===== src/rtl/bin_to_bcd_display_pkg.sv =====
// Shared definitions for the binary-to-BCD display front end.
// State encoding, BCD limits and the overflow pattern.
package bin_to_bcd_display_pkg;

  typedef enum logic {
    StIdle = 1'b0,
    StConv = 1'b1
  } state_e;

  localparam int unsigned BCD_MAX     = 9999;
  localparam logic [15:0] OVF_PATTERN = 16'hEEEE;
  localparam int unsigned BCD_DIGITS  = 4;

endpackage


===== src/rtl/bin_to_bcd_display_if.sv =====
// Handshake and display-side signals between the datapath, the converter and the scanner.
// The master drives the binary value; the slave (converter) drives the BCD result.
interface bin_to_bcd_display_if #(
  parameter int unsigned IN_WIDTH = 16
);

  logic                in_valid;
  logic                in_ready;
  logic [IN_WIDTH-1:0] in_bin;
  logic [15:0]         bcd_out;
  logic                out_valid;
  logic                ovf;
  logic                busy;

  modport master (
    output in_valid,
    output in_bin,
    input  in_ready,
    input  bcd_out,
    input  out_valid,
    input  ovf,
    input  busy
  );

  modport slave (
    input  in_valid,
    input  in_bin,
    output in_ready,
    output bcd_out,
    output out_valid,
    output ovf,
    output busy
  );

endinterface


===== src/rtl/bcd_digit_adj3.sv =====
// Combinational shift-and-add-3 correction for one BCD digit.
// Adds 3 to digits of 5 or more; the carry out of the nibble is dropped.
module bcd_digit_adj3 (
  input  logic [3:0] digit_i,
  output logic [3:0] digit_o
);

  always_comb begin
    digit_o = digit_i;
    if (digit_i >= 4'd5) begin
      digit_o = digit_i + 4'd3;
    end
  end

endmodule


===== src/rtl/bin_to_bcd_display.sv =====
// Sequential binary-to-BCD converter, one input bit per cycle, holding a packed
// 4-digit BCD word for the display scanner; values above 9999 show as EEEE.
module bin_to_bcd_display
  import bin_to_bcd_display_pkg::*;
#(
  parameter int unsigned IN_WIDTH = 16
) (
  input logic                  clk,
  input logic                  rst_n,
  bin_to_bcd_display_if.slave  bus
);

  localparam int unsigned CntW = (IN_WIDTH > 1) ? $clog2(IN_WIDTH) : 1;

  state_e              state_q;
  logic [IN_WIDTH-1:0] bin_sr_q;
  logic [15:0]         scratch_q;
  logic [CntW-1:0]     cnt_q;
  logic                ovf_pend_q;
  logic [15:0]         bcd_q;
  logic                ovf_q;
  logic                out_valid_q;

  logic [15:0]         adj;
  logic [15:0]         scratch_d;

  for (genvar g = 0; g < BCD_DIGITS; g++) begin : g_adj
    bcd_digit_adj3 u_adj (
      .digit_i (scratch_q[4*g +: 4]),
      .digit_o (adj[4*g +: 4])
    );
  end

  // Top bit of the corrected scratch falls off; input MSB enters at bit 0.
  assign scratch_d = (adj << 1) | 16'(bin_sr_q[IN_WIDTH-1]);

  always_ff @(posedge clk or negedge rst_n) begin
    if (!rst_n) begin
      state_q     <= StIdle;
      bin_sr_q    <= '0;
      scratch_q   <= '0;
      cnt_q       <= '0;
      ovf_pend_q  <= 1'b0;
      bcd_q       <= '0;
      ovf_q       <= 1'b0;
      out_valid_q <= 1'b0;
    end else begin
      out_valid_q <= 1'b0;
      case (state_q)
        StIdle: begin
          if (bus.in_valid) begin
            bin_sr_q   <= bus.in_bin;
            scratch_q  <= '0;
            cnt_q      <= '0;
            ovf_pend_q <= (32'(bus.in_bin) > BCD_MAX);
            state_q    <= StConv;
          end
        end
        StConv: begin
          cnt_q    <= cnt_q + CntW'(1);
          bin_sr_q <= bin_sr_q << 1;
          // Last step lands straight in the output so the display never sees scratch.
          if (cnt_q == CntW'(IN_WIDTH - 1)) begin
            bcd_q       <= ovf_pend_q ? OVF_PATTERN : scratch_d;
            ovf_q       <= ovf_pend_q;
            out_valid_q <= 1'b1;
            state_q     <= StIdle;
          end else begin
            scratch_q <= scratch_d;
          end
        end
      endcase
    end
  end

  assign bus.in_ready  = (state_q == StIdle);
  assign bus.busy      = (state_q == StConv);
  assign bus.bcd_out   = bcd_q;
  assign bus.ovf       = ovf_q;
  assign bus.out_valid = out_valid_q;

endmodule


===== src/flat_wrapper.sv =====
// flat-port wrapper written by rule: the top's interface ports become plain ports
module bin_to_bcd_display_flat import bin_to_bcd_display_pkg::*;
#(
  parameter int unsigned IN_WIDTH = 16
)
  (clk, rst_n, bus_in_valid, bus_in_bin, bus_in_ready, bus_bcd_out, bus_out_valid, bus_ovf, bus_busy);
  bin_to_bcd_display_if #(.IN_WIDTH(IN_WIDTH)) bus_i ();
  input logic clk;
  input logic rst_n;
  input wire logic [$bits(bus_i.in_valid)-1:0] bus_in_valid;
  input wire logic [$bits(bus_i.in_bin)-1:0] bus_in_bin;
  output wire logic [$bits(bus_i.in_ready)-1:0] bus_in_ready;
  output wire logic [$bits(bus_i.bcd_out)-1:0] bus_bcd_out;
  output wire logic [$bits(bus_i.out_valid)-1:0] bus_out_valid;
  output wire logic [$bits(bus_i.ovf)-1:0] bus_ovf;
  output wire logic [$bits(bus_i.busy)-1:0] bus_busy;
  assign bus_i.in_valid = bus_in_valid;
  assign bus_i.in_bin = bus_in_bin;
  assign bus_in_ready = bus_i.in_ready;
  assign bus_bcd_out = bus_i.bcd_out;
  assign bus_out_valid = bus_i.out_valid;
  assign bus_ovf = bus_i.ovf;
  assign bus_busy = bus_i.busy;
  bin_to_bcd_display #(.IN_WIDTH(IN_WIDTH)) u_core (.clk(clk), .rst_n(rst_n), .bus(bus_i));
endmodule

===== config.mk =====
export PLATFORM = sky130hd
export DESIGN_NAME = bin_to_bcd_display_flat
export DESIGN_NICKNAME = d
export VERILOG_FILES = /design/src/rtl/bin_to_bcd_display_pkg.sv /design/src/rtl/bin_to_bcd_display_if.sv /design/src/rtl/bcd_digit_adj3.sv /design/src/rtl/bin_to_bcd_display.sv /design/src/flat_wrapper.sv
export SDC_FILE = /design/constraint.sdc
export NUM_CORES = 1
export LEC_CHECK = 0
export ABC_AREA = 1
export CAP_MARGIN = 20
export CELL_PAD_IN_SITES_DETAIL_PLACEMENT = 1
export CELL_PAD_IN_SITES_GLOBAL_PLACEMENT = 1
export CORE_MARGIN = 3
export CORE_UTILIZATION = 46
export DETAILED_ROUTE_END_ITERATION = 8
export DONT_BUFFER_PORTS = 1
export PLACE_DENSITY = 0.76
export SYNTH_ARGS = -nofsm -noshare
export SYNTH_HDL_FRONTEND = slang
export SYNTH_SLANG_ARGS = --single-unit

===== constraint.sdc =====
create_clock -name clk -period 1.8 [get_ports clk]
set_clock_uncertainty 0.1 [all_clocks]
set_input_delay 0.27 -clock clk [delete_from_list [all_inputs] [get_ports clk]]
set_output_delay 0.27 -clock clk [all_outputs]
set_load 0.05 [all_outputs]

==> run_summary.xml, run 1 <==
<?xml version="1.0" encoding="UTF-8"?>
<metrics>
  <group name="run_status">
    <metric name="outcome" unit="">finished, final reports clean</metric>
  </group>
  <group name="place">
    <metric name="rd_place_congestion" unit="">0.818</metric>
    <metric name="place.detailed.hpwl" unit="mm">4.53</metric>
    <metric name="port-buffer-count" unit="">0</metric>
    <metric name="numPlacedInstances" unit="">424</metric>
  </group>
  <group name="sta">
    <metric name="timing_max_transition_violations_final" unit="">0</metric>
    <metric name="min_cycle_time_layout" unit="ns">1.65</metric>
    <metric name="max_freq" unit="MHz">605</metric>
    <metric name="fin_crit_sh" unit="%">91.8</metric>
    <metric name="timing.setup.tns" unit="ns">0</metric>
    <metric name="timing.max_slew.rel_slack" unit="%">66.4</metric>
    <metric name="setup_repair_after_global_routing_missed_its_margin" unit="">false</metric>
    <metric name="transition_time_at_the_pin_with_the_least_slew_margin" unit="ns">0.504</metric>
    <metric name="hold_viol_final" unit="">0</metric>
    <metric name="setup_viol_count_final" unit="">0</metric>
  </group>
  <group name="die">
    <metric name="rows" unit="">27</metric>
    <metric name="dieArea" unit="um2">6940</metric>
    <metric name="die_width" unit="um">83.3</metric>
    <metric name="num_io_pins" unit="">39</metric>
    <metric name="dieHeight" unit="um">83.3</metric>
    <metric name="initial_core_util" unit="%">48.7</metric>
    <metric name="core_area" unit="um2">5640</metric>
  </group>
  <group name="worst_setup_path">
    <metric name="critical_path.max_fanout" unit="">11</metric>
    <metric name="arrival" unit="ns">1.80</metric>
    <metric name="path_class" unit="">flip-flop to flip-flop</metric>
    <metric name="endpoint_kind" unit="">flip-flop</metric>
    <metric name="worstSetupStartpointType" unit="">flip-flop</metric>
    <metric name="crit_path_top_delay_cell" unit="">sky130_fd_sc_hd__dfrtp_1</metric>
    <metric name="r2r-start" unit="">u_core.cnt_q[0]$_DFFE_PN0P_</metric>
    <metric name="crit_path_start" unit="">u_core.cnt_q[0]$_DFFE_PN0P_</metric>
    <metric name="cp_cell_sequence" unit="">ha_1 -&gt; nand2_1 -&gt; nor2_4 -&gt; inv_2 -&gt; nand2_2 -&gt; inv_2 -&gt; nand3_1 -&gt; nand2_1</metric>
    <metric name="timing.critical_path.required" unit="ns">1.95</metric>
    <metric name="max_stage_delay" unit="ns">0.42</metric>
  </group>
  <group name="finish">
    <metric name="final_layout_size_suffix_gt1_share" unit="%">12.0</metric>
    <metric name="nNetsFinal" unit="">404</metric>
    <metric name="diodes" unit="">0</metric>
    <metric name="n_fill_cell" unit="">698</metric>
    <metric name="flow.area_growth_from_synthesis" unit="%">16.6</metric>
    <metric name="instances_no_fill" unit="">448</metric>
  </group>
  <group name="hold_path">
    <metric name="hold_path.class" unit="">input pin to flip-flop</metric>
    <metric name="holdCritStartpoint" unit="">bus_in_bin[15]</metric>
  </group>
  <group name="synth">
    <metric name="post_synth_edffs" unit="">0</metric>
    <metric name="synth_ff_type" unit="">sky130_fd_sc_hd__dfrtp_1</metric>
    <metric name="mappedNetlistArea" unit="um2">2750</metric>
    <metric name="synthArstFlopShare" unit="%">100</metric>
    <metric name="warnings_from_yosys" unit="">0</metric>
    <metric name="netlist_top_cells_area" unit="">sky130_fd_sc_hd__dfrtp_1 51%, sky130_fd_sc_hd__nand2_1 18%, sky130_fd_sc_hd__inv_1 5.5%</metric>
    <metric name="syn_area_per_cell" unit="um2">8.04</metric>
    <metric name="synthesis.instances" unit="">342</metric>
    <metric name="yosys.area.top_type_share" unit="%">51.0</metric>
    <metric name="synth_top_cell_by_area" unit="">sky130_fd_sc_hd__dfrtp_1</metric>
    <metric name="synth.distinct_cells" unit="">24</metric>
    <metric name="synth_seq_area_share" unit="%">51.0</metric>
    <metric name="syn_nets" unit="">370</metric>
    <metric name="synth_seq_cells" unit="">56</metric>
    <metric name="yosysMostFrequentCell" unit="">sky130_fd_sc_hd__nand2_1</metric>
    <metric name="ranking_of_synthesized_cells_by_instance_count" unit="">130 x sky130_fd_sc_hd__nand2_1, 56 x sky130_fd_sc_hd__dfrtp_1, 40 x sky130_fd_sc_hd__inv_1, 28 x sky130_fd_sc_hd__nand3_1, 15 x sky130_fd_sc_hd__nor2_1</metric>
  </group>
  <group name="clock_network">
    <metric name="cts_tree" unit="">yes</metric>
    <metric name="clock_tree.htree_level_count" unit="">2</metric>
    <metric name="clock_tree.buffer_depth" unit="">2</metric>
    <metric name="total_cts_buffers" unit="">5</metric>
    <metric name="clock_insertion_delay_worst_skew" unit="ns">0.31</metric>
    <metric name="clk_pin_slew_worst_paths" unit="ns">0.10</metric>
    <metric name="root_buffer" unit="">sky130_fd_sc_hd__clkbuf_8</metric>
    <metric name="post_cts_resize_count" unit="">0</metric>
    <metric name="clock_sinks" unit="">56</metric>
  </group>
  <group name="global_route">
    <metric name="antenna_found_initial" unit="">0</metric>
    <metric name="grt_pass1_wl" unit="mm">11.6</metric>
    <metric name="globalRoute.totalOverflow" unit="">0</metric>
    <metric name="grt_pass1_vias" unit="">2464</metric>
    <metric name="grtUsageTotal" unit="%">20.4</metric>
    <metric name="largest_net_degree_at_the_start_of_global_routing" unit="">57</metric>
  </group>
  <group name="drt">
    <metric name="num_vias" unit="">2307</metric>
    <metric name="drt_first_iter_violations" unit="">99</metric>
    <metric name="ant_nets" unit="">0</metric>
    <metric name="routed_wl" unit="mm">6.76</metric>
    <metric name="drcViolationCount" unit="">0</metric>
    <metric name="dr.pass1.iters" unit="">6</metric>
    <metric name="wl_per_cell" unit="um">15.1</metric>
    <metric name="ratio_of_routed_vias_to_standard_cells" unit="">5.15</metric>
  </group>
  <group name="power_and_ir_drop">
    <metric name="max-vdd-ir-drop" unit="mV">0.819</metric>
    <metric name="total_power" unit="W">0.00607</metric>
    <metric name="p_per_area" unit="nW/um2">1890</metric>
    <metric name="static-leakage-power" unit="nW">1.68</metric>
  </group>
  <group name="job">
    <metric name="drv.max_cap_violation_count" unit="">0</metric>
  </group>
</metrics>
[worst paths after layout]
path,depth (start not counted),endpoint,slack [ns]
worst max-delay path,8,u_core.scratch_q[12]$_DFFE_PN0P_,0.15
worst min-delay path,2,u_core.bin_sr_q[15]$_DFFE_PN0P_,0.06
worst max register to register,8,u_core.scratch_q[12]$_DFFE_PN0P_,0.15
worst min register to register,1,u_core.cnt_q[3]$_DFFE_PN0P_,0.40
max in group asynchronous,2,u_core.bus.busy$_DFF_PN0_,0.95
min in group asynchronous,2,u_core.bus.bcd_out[9]$_DFFE_PN0P_,0.38
[cell usage in the layout, fill, tap and decap left out]
cell type	Yosys	final
sky130_fd_sc_hd__a21oi_1	5	5
sky130_fd_sc_hd__a22o_1	1	1
sky130_fd_sc_hd__a22oi_1	2	2
sky130_fd_sc_hd__a31oi_1	1	1
sky130_fd_sc_hd__buf_16	0	1
sky130_fd_sc_hd__buf_4	0	20
sky130_fd_sc_hd__clkbuf_8	0	7
sky130_fd_sc_hd__dfrtp_1	56	55
sky130_fd_sc_hd__dfrtp_2	0	1
sky130_fd_sc_hd__dlygate4sd3_1	0	13
sky130_fd_sc_hd__ha_1	9	9
sky130_fd_sc_hd__inv_1	40	40
sky130_fd_sc_hd__inv_2	2	2
sky130_fd_sc_hd__nand2_1	130	130
sky130_fd_sc_hd__nand2_2	1	1
sky130_fd_sc_hd__nand3_1	28	28
sky130_fd_sc_hd__nand4_1	9	9
sky130_fd_sc_hd__nor2_1	15	15
sky130_fd_sc_hd__nor2_2	1	1
sky130_fd_sc_hd__nor2_4	1	2
sky130_fd_sc_hd__nor2_8	1	1
sky130_fd_sc_hd__o211ai_1	4	4
sky130_fd_sc_hd__o21ai_0	9	9
sky130_fd_sc_hd__o21ai_1	5	5
sky130_fd_sc_hd__o22ai_1	5	5
sky130_fd_sc_hd__or2_2	9	9
[routing by layer]
layer	global-route usage (%)	up-vias	wire length (um)
met2	37.1	28	3510
met5	0	-	0
met3	4.17	4	215
met1	25.5	1126	3000
li1	-	1149	-
met4	2.67	0	42
[kinds of logic (layout without fill, tap and decap cells)]
kind of cell | count (synthesis) | after routing | share of synthesized area (%)
flops | 56 | 56 | 51.0
fa+ha+maj | 9 | 9 | 4.10
simple gates | 195 | 196 | 30.6
buf+inv | 50 | 83 | 7.56
compound gates | 32 | 32 | 6.78
[cell type report]
class	count	area (um2)	share of cell area [%]
Inverter	42	158	4.92
Multi-Input combinational cell	237	1150	35.9
Timing Repair Buffer	34	308	9.60
Tap cell	72	90.1	2.81
Sequential cell	56	1400	43.8
Clock buffer	7	96.3	3.01
[power breakdown]
group | switching (W) | internal, W | leakage (nW)
clock network | 0.000405 | 0.000344 | 0.0503
registers | 0.000757 | 0.00181 | 0.679
logic | 0.00179 | 0.000967 | 0.951
[registers in the layout, indices dropped and copies added, names as in the netlist]
name / cells
u_core.bus.busy: 1
u_core.bus.out_valid: 1
u_core.ovf_pend_q: 1
u_core.cnt_q: 4
u_core.bin_sr_q: 16
u_core.bus.ovf: 1
u_core.bus.bcd_out: 16
u_core.scratch_q: 16
[critical path, delay by kind of cell, from the launching register on]
family                     cells  cell delay, ns
buffers and inverters          2            0.37
DFF                            1            0.42
and+or+nand+nor                5            0.45
adders and majority gates      1            0.25
[metrics by stage]
stage          worst slack, ns  utilization [%]  hold slack [ns]  cell area, um2
5_1_grt                0.00934             56.8           0.0554            3210
2_1_floorplan           0.0309                -           -0.126            2750
4_1_cts                  0.140             56.2          0.00392            3170
3_3_place_gp             0.252             51.9           -0.124            2930
6_report                 0.147             56.8           0.0568            3210
3_5_place_dp             0.191             51.9           -0.124            2930
[repair_timing]
action | in CTS | in global routing
setup buffers | 0 | 2
endpoints found under the setup margin | 0 | 3
hold buffers | 13 | 1
endpoints found under the hold margin | 67 | 1
Note: power is estimated with default switching activity, not from simulation.
==> inputs of run 2 (changes only) <==
--- a/config.mk
+++ b/config.mk
@@ -9,7 +9,6 @@
 export CAP_MARGIN = 20
 export CELL_PAD_IN_SITES_DETAIL_PLACEMENT = 1
 export CELL_PAD_IN_SITES_GLOBAL_PLACEMENT = 1
-export CORE_MARGIN = 3
 export CORE_UTILIZATION = 46
 export DETAILED_ROUTE_END_ITERATION = 8
 export DONT_BUFFER_PORTS = 1
==> run 2 against run 1 <==
Compared with the run above:
- cell count fell by 0.45%
- total power barely moved
- largest cell class unchanged
- global-route usage rose by 3.7 points
- die area fell by 9.4%
- critical endpoint is now u_core.bus.bcd_out[13]$_DFFE_PN0P_
==> run_summary.xml, run 2 (synthesized netlist as in run 1, its figures left out) <==
<?xml version="1.0" encoding="UTF-8"?>
<metrics>
  <group name="finish">
    <metric name="final_layout_size_suffix_gt1_share" unit="%">11.5</metric>
    <metric name="multiInputGateArea" unit="um2">1140</metric>
    <metric name="nNetsFinal" unit="">401</metric>
    <metric name="layout.cells.most_common_list" unit="">130 x sky130_fd_sc_hd__nand2_1, 55 x sky130_fd_sc_hd__dfrtp_1, 40 x sky130_fd_sc_hd__inv_1</metric>
    <metric name="layout_commonest_cell" unit="">sky130_fd_sc_hd__nand2_1</metric>
    <metric name="flow.area_growth_from_synthesis" unit="%">15.7</metric>
    <metric name="n_fill_cell" unit="">698</metric>
    <metric name="seq_area" unit="um2">1400</metric>
    <metric name="utilization" unit="%">56.4</metric>
    <metric name="diodes" unit="">0</metric>
  </group>
  <group name="die">
    <metric name="core_area" unit="um2">5640</metric>
    <metric name="rows" unit="">27</metric>
    <metric name="dieArea" unit="um2">6290</metric>
    <metric name="dieHeight" unit="um">79.3</metric>
    <metric name="die_width" unit="um">79.3</metric>
    <metric name="initial_core_util" unit="%">48.7</metric>
    <metric name="num_io_pins" unit="">39</metric>
  </group>
  <group name="sta">
    <metric name="max_freq" unit="MHz">599</metric>
    <metric name="min_cycle_time_layout" unit="ns">1.67</metric>
    <metric name="fin_crit_sh" unit="%">92.8</metric>
    <metric name="setup_repair_after_global_routing_missed_its_margin" unit="">false</metric>
    <metric name="hold_viol_final" unit="">0</metric>
    <metric name="setup_viol_count_final" unit="">0</metric>
    <metric name="holdWs" unit="ns">0.0370</metric>
    <metric name="timing.setup.tns" unit="ns">0</metric>
    <metric name="timing.max_slew.rel_slack" unit="%">65.6</metric>
    <metric name="transition_time_at_the_pin_with_the_least_slew_margin" unit="ns">0.515</metric>
    <metric name="timing_max_transition_violations_final" unit="">0</metric>
  </group>
  <group name="worst_setup_path">
    <metric name="path_class" unit="">flip-flop to flip-flop</metric>
    <metric name="worstSetupStartpointType" unit="">flip-flop</metric>
    <metric name="timing.critical_path.required" unit="ns">1.93</metric>
    <metric name="arrival" unit="ns">1.80</metric>
    <metric name="critical_path.max_fanout" unit="">14</metric>
    <metric name="endpoint_kind" unit="">flip-flop</metric>
  </group>
  <group name="drt">
    <metric name="drt_first_iter_violations" unit="">174</metric>
    <metric name="dr.pass1.iters" unit="">4</metric>
    <metric name="ant_nets" unit="">0</metric>
    <metric name="drcViolationCount" unit="">0</metric>
    <metric name="routed_wl" unit="mm">6.79</metric>
    <metric name="num_vias" unit="">2297</metric>
    <metric name="wl_per_cell" unit="um">15.2</metric>
    <metric name="ratio_of_routed_vias_to_standard_cells" unit="">5.15</metric>
  </group>
  <group name="clock_network">
    <metric name="total_cts_buffers" unit="">5</metric>
    <metric name="cts_tree" unit="">yes</metric>
    <metric name="post_cts_resize_count" unit="">0</metric>
    <metric name="clk_pin_slew_worst_paths" unit="ns">0.11</metric>
    <metric name="clock_insertion_delay_worst_skew" unit="ns">0.32</metric>
    <metric name="clock_sinks" unit="">56</metric>
    <metric name="clock_tree.buffer_depth" unit="">2</metric>
    <metric name="clock_tree.htree_level_count" unit="">2</metric>
    <metric name="root_buffer" unit="">sky130_fd_sc_hd__clkbuf_8</metric>
  </group>
  <group name="place">
    <metric name="place.detailed.hpwl" unit="mm">4.71</metric>
    <metric name="rd_place_congestion" unit="">0.768</metric>
    <metric name="port-buffer-count" unit="">0</metric>
  </group>
  <group name="global_route">
    <metric name="antenna_found_initial" unit="">0</metric>
    <metric name="globalRoute.totalOverflow" unit="">0</metric>
    <metric name="grt_pass1_wl" unit="mm">11.5</metric>
    <metric name="grtUsageTotal" unit="%">24.1</metric>
    <metric name="grt_pass1_vias" unit="">2417</metric>
    <metric name="largest_net_degree_at_the_start_of_global_routing" unit="">57</metric>
  </group>
  <group name="power_and_ir_drop">
    <metric name="p_per_area" unit="nW/um2">1910</metric>
    <metric name="static-leakage-power" unit="nW">1.67</metric>
    <metric name="max-vdd-ir-drop" unit="mV">0.753</metric>
  </group>
  <group name="hold_path">
    <metric name="hold_path.class" unit="">input pin to flip-flop</metric>
  </group>
  <group name="job">
    <metric name="drv.max_cap_violation_count" unit="">0</metric>
  </group>
  <group name="run_status">
    <metric name="outcome" unit="">finished, final reports clean</metric>
  </group>
</metrics>
[run 2: cell count changes in the layout (fill, tap and decap cells not counted)]
cell / change
sky130_fd_sc_hd__buf_4: -2
sky130_fd_sc_hd__inv_6: +1
sky130_fd_sc_hd__nor2_4: -1
sky130_fd_sc_hd__clkinv_2: +1
sky130_fd_sc_hd__clkbuf_8: -1
[run 2: path summary, 6_finish.rpt]
check                      slack [ns]                            from                            endpoint  cells past startpoint
min in group asynchronous        0.40                           rst_n  u_core.bus.bcd_out[12]$_DFFE_PN0P_                      2
max                              0.13     u_core.cnt_q[0]$_DFFE_PN0P_  u_core.bus.bcd_out[13]$_DFFE_PN0P_                      8
min reg2reg                      0.40  u_core.bin_sr_q[2]$_DFFE_PN0P_      u_core.bin_sr_q[2]$_DFFE_PN0P_                      2
max in group asynchronous        0.95                           rst_n           u_core.bus.busy$_DFF_PN0_                      2
max reg2reg                      0.13     u_core.cnt_q[0]$_DFFE_PN0P_  u_core.bus.bcd_out[13]$_DFFE_PN0P_                      8
min                              0.04                  bus_in_bin[14]     u_core.bin_sr_q[14]$_DFFE_PN0P_                      2
[run 2: power breakdown]
| group | switching, W | internal [W] |
|---|---|---|
| combinational | 0.00176 | 0.000941 |
| sequential | 0.000822 | 0.00181 |
| clock | 0.000425 | 0.000316 |
| total | 0.00301 | 0.00306 |
[run 2: worst max-delay path, stage by stage (launching register included)]
cell,delay (ns)
sky130_fd_sc_hd__dfrtp_1,0.41
sky130_fd_sc_hd__ha_1,0.20
sky130_fd_sc_hd__nand2_1,0.11
sky130_fd_sc_hd__nor2_4,0.13
sky130_fd_sc_hd__inv_2,0.10
sky130_fd_sc_hd__nor2_8,0.24
sky130_fd_sc_hd__nand3_1,0.14
sky130_fd_sc_hd__nand2_1,0.11
sky130_fd_sc_hd__inv_1,0.04
[run 2: per-layer routing]
layer	global-route usage [%]	part of all wire, %	up-vias
met5	0	0	-
met4	7.45	1.7	0
met3	5.17	3.4	7
met2	41.8	50	34
met1	29.8	44	1111
li1	-	-	1145
[run 2: what timing repair did]
item,4_1_cts,5_1_grt
endpoints found under the hold margin,68,0
buffers inserted,0,3
hold buffers,14,0
endpoints found under the setup margin,0,1
[run 2: per-stage QoR]
stage	power, W	cells	instance area (um2)	worst slack, ns
4_1_cts	0.00611	443	3160	0.133
6_report	0.00607	446	3180	0.129
3_3_place_gp	0.00514	421	2900	0.254
2_1_floorplan	0.00451	342	2750	0.0309
5_1_grt	0.00659	446	3180	0.0153
3_5_place_dp	0.00529	421	2900	0.158
[run 2: final cells by class]
cell class,instances,share of cell area [%]
flip-flops and latches,56,44.1
multi-input cells,236,35.9
repair buffers,32,9.21
inverters,42,4.96
well taps,72,2.83
clock buffers,6,2.60
clock inverters,2,0.433
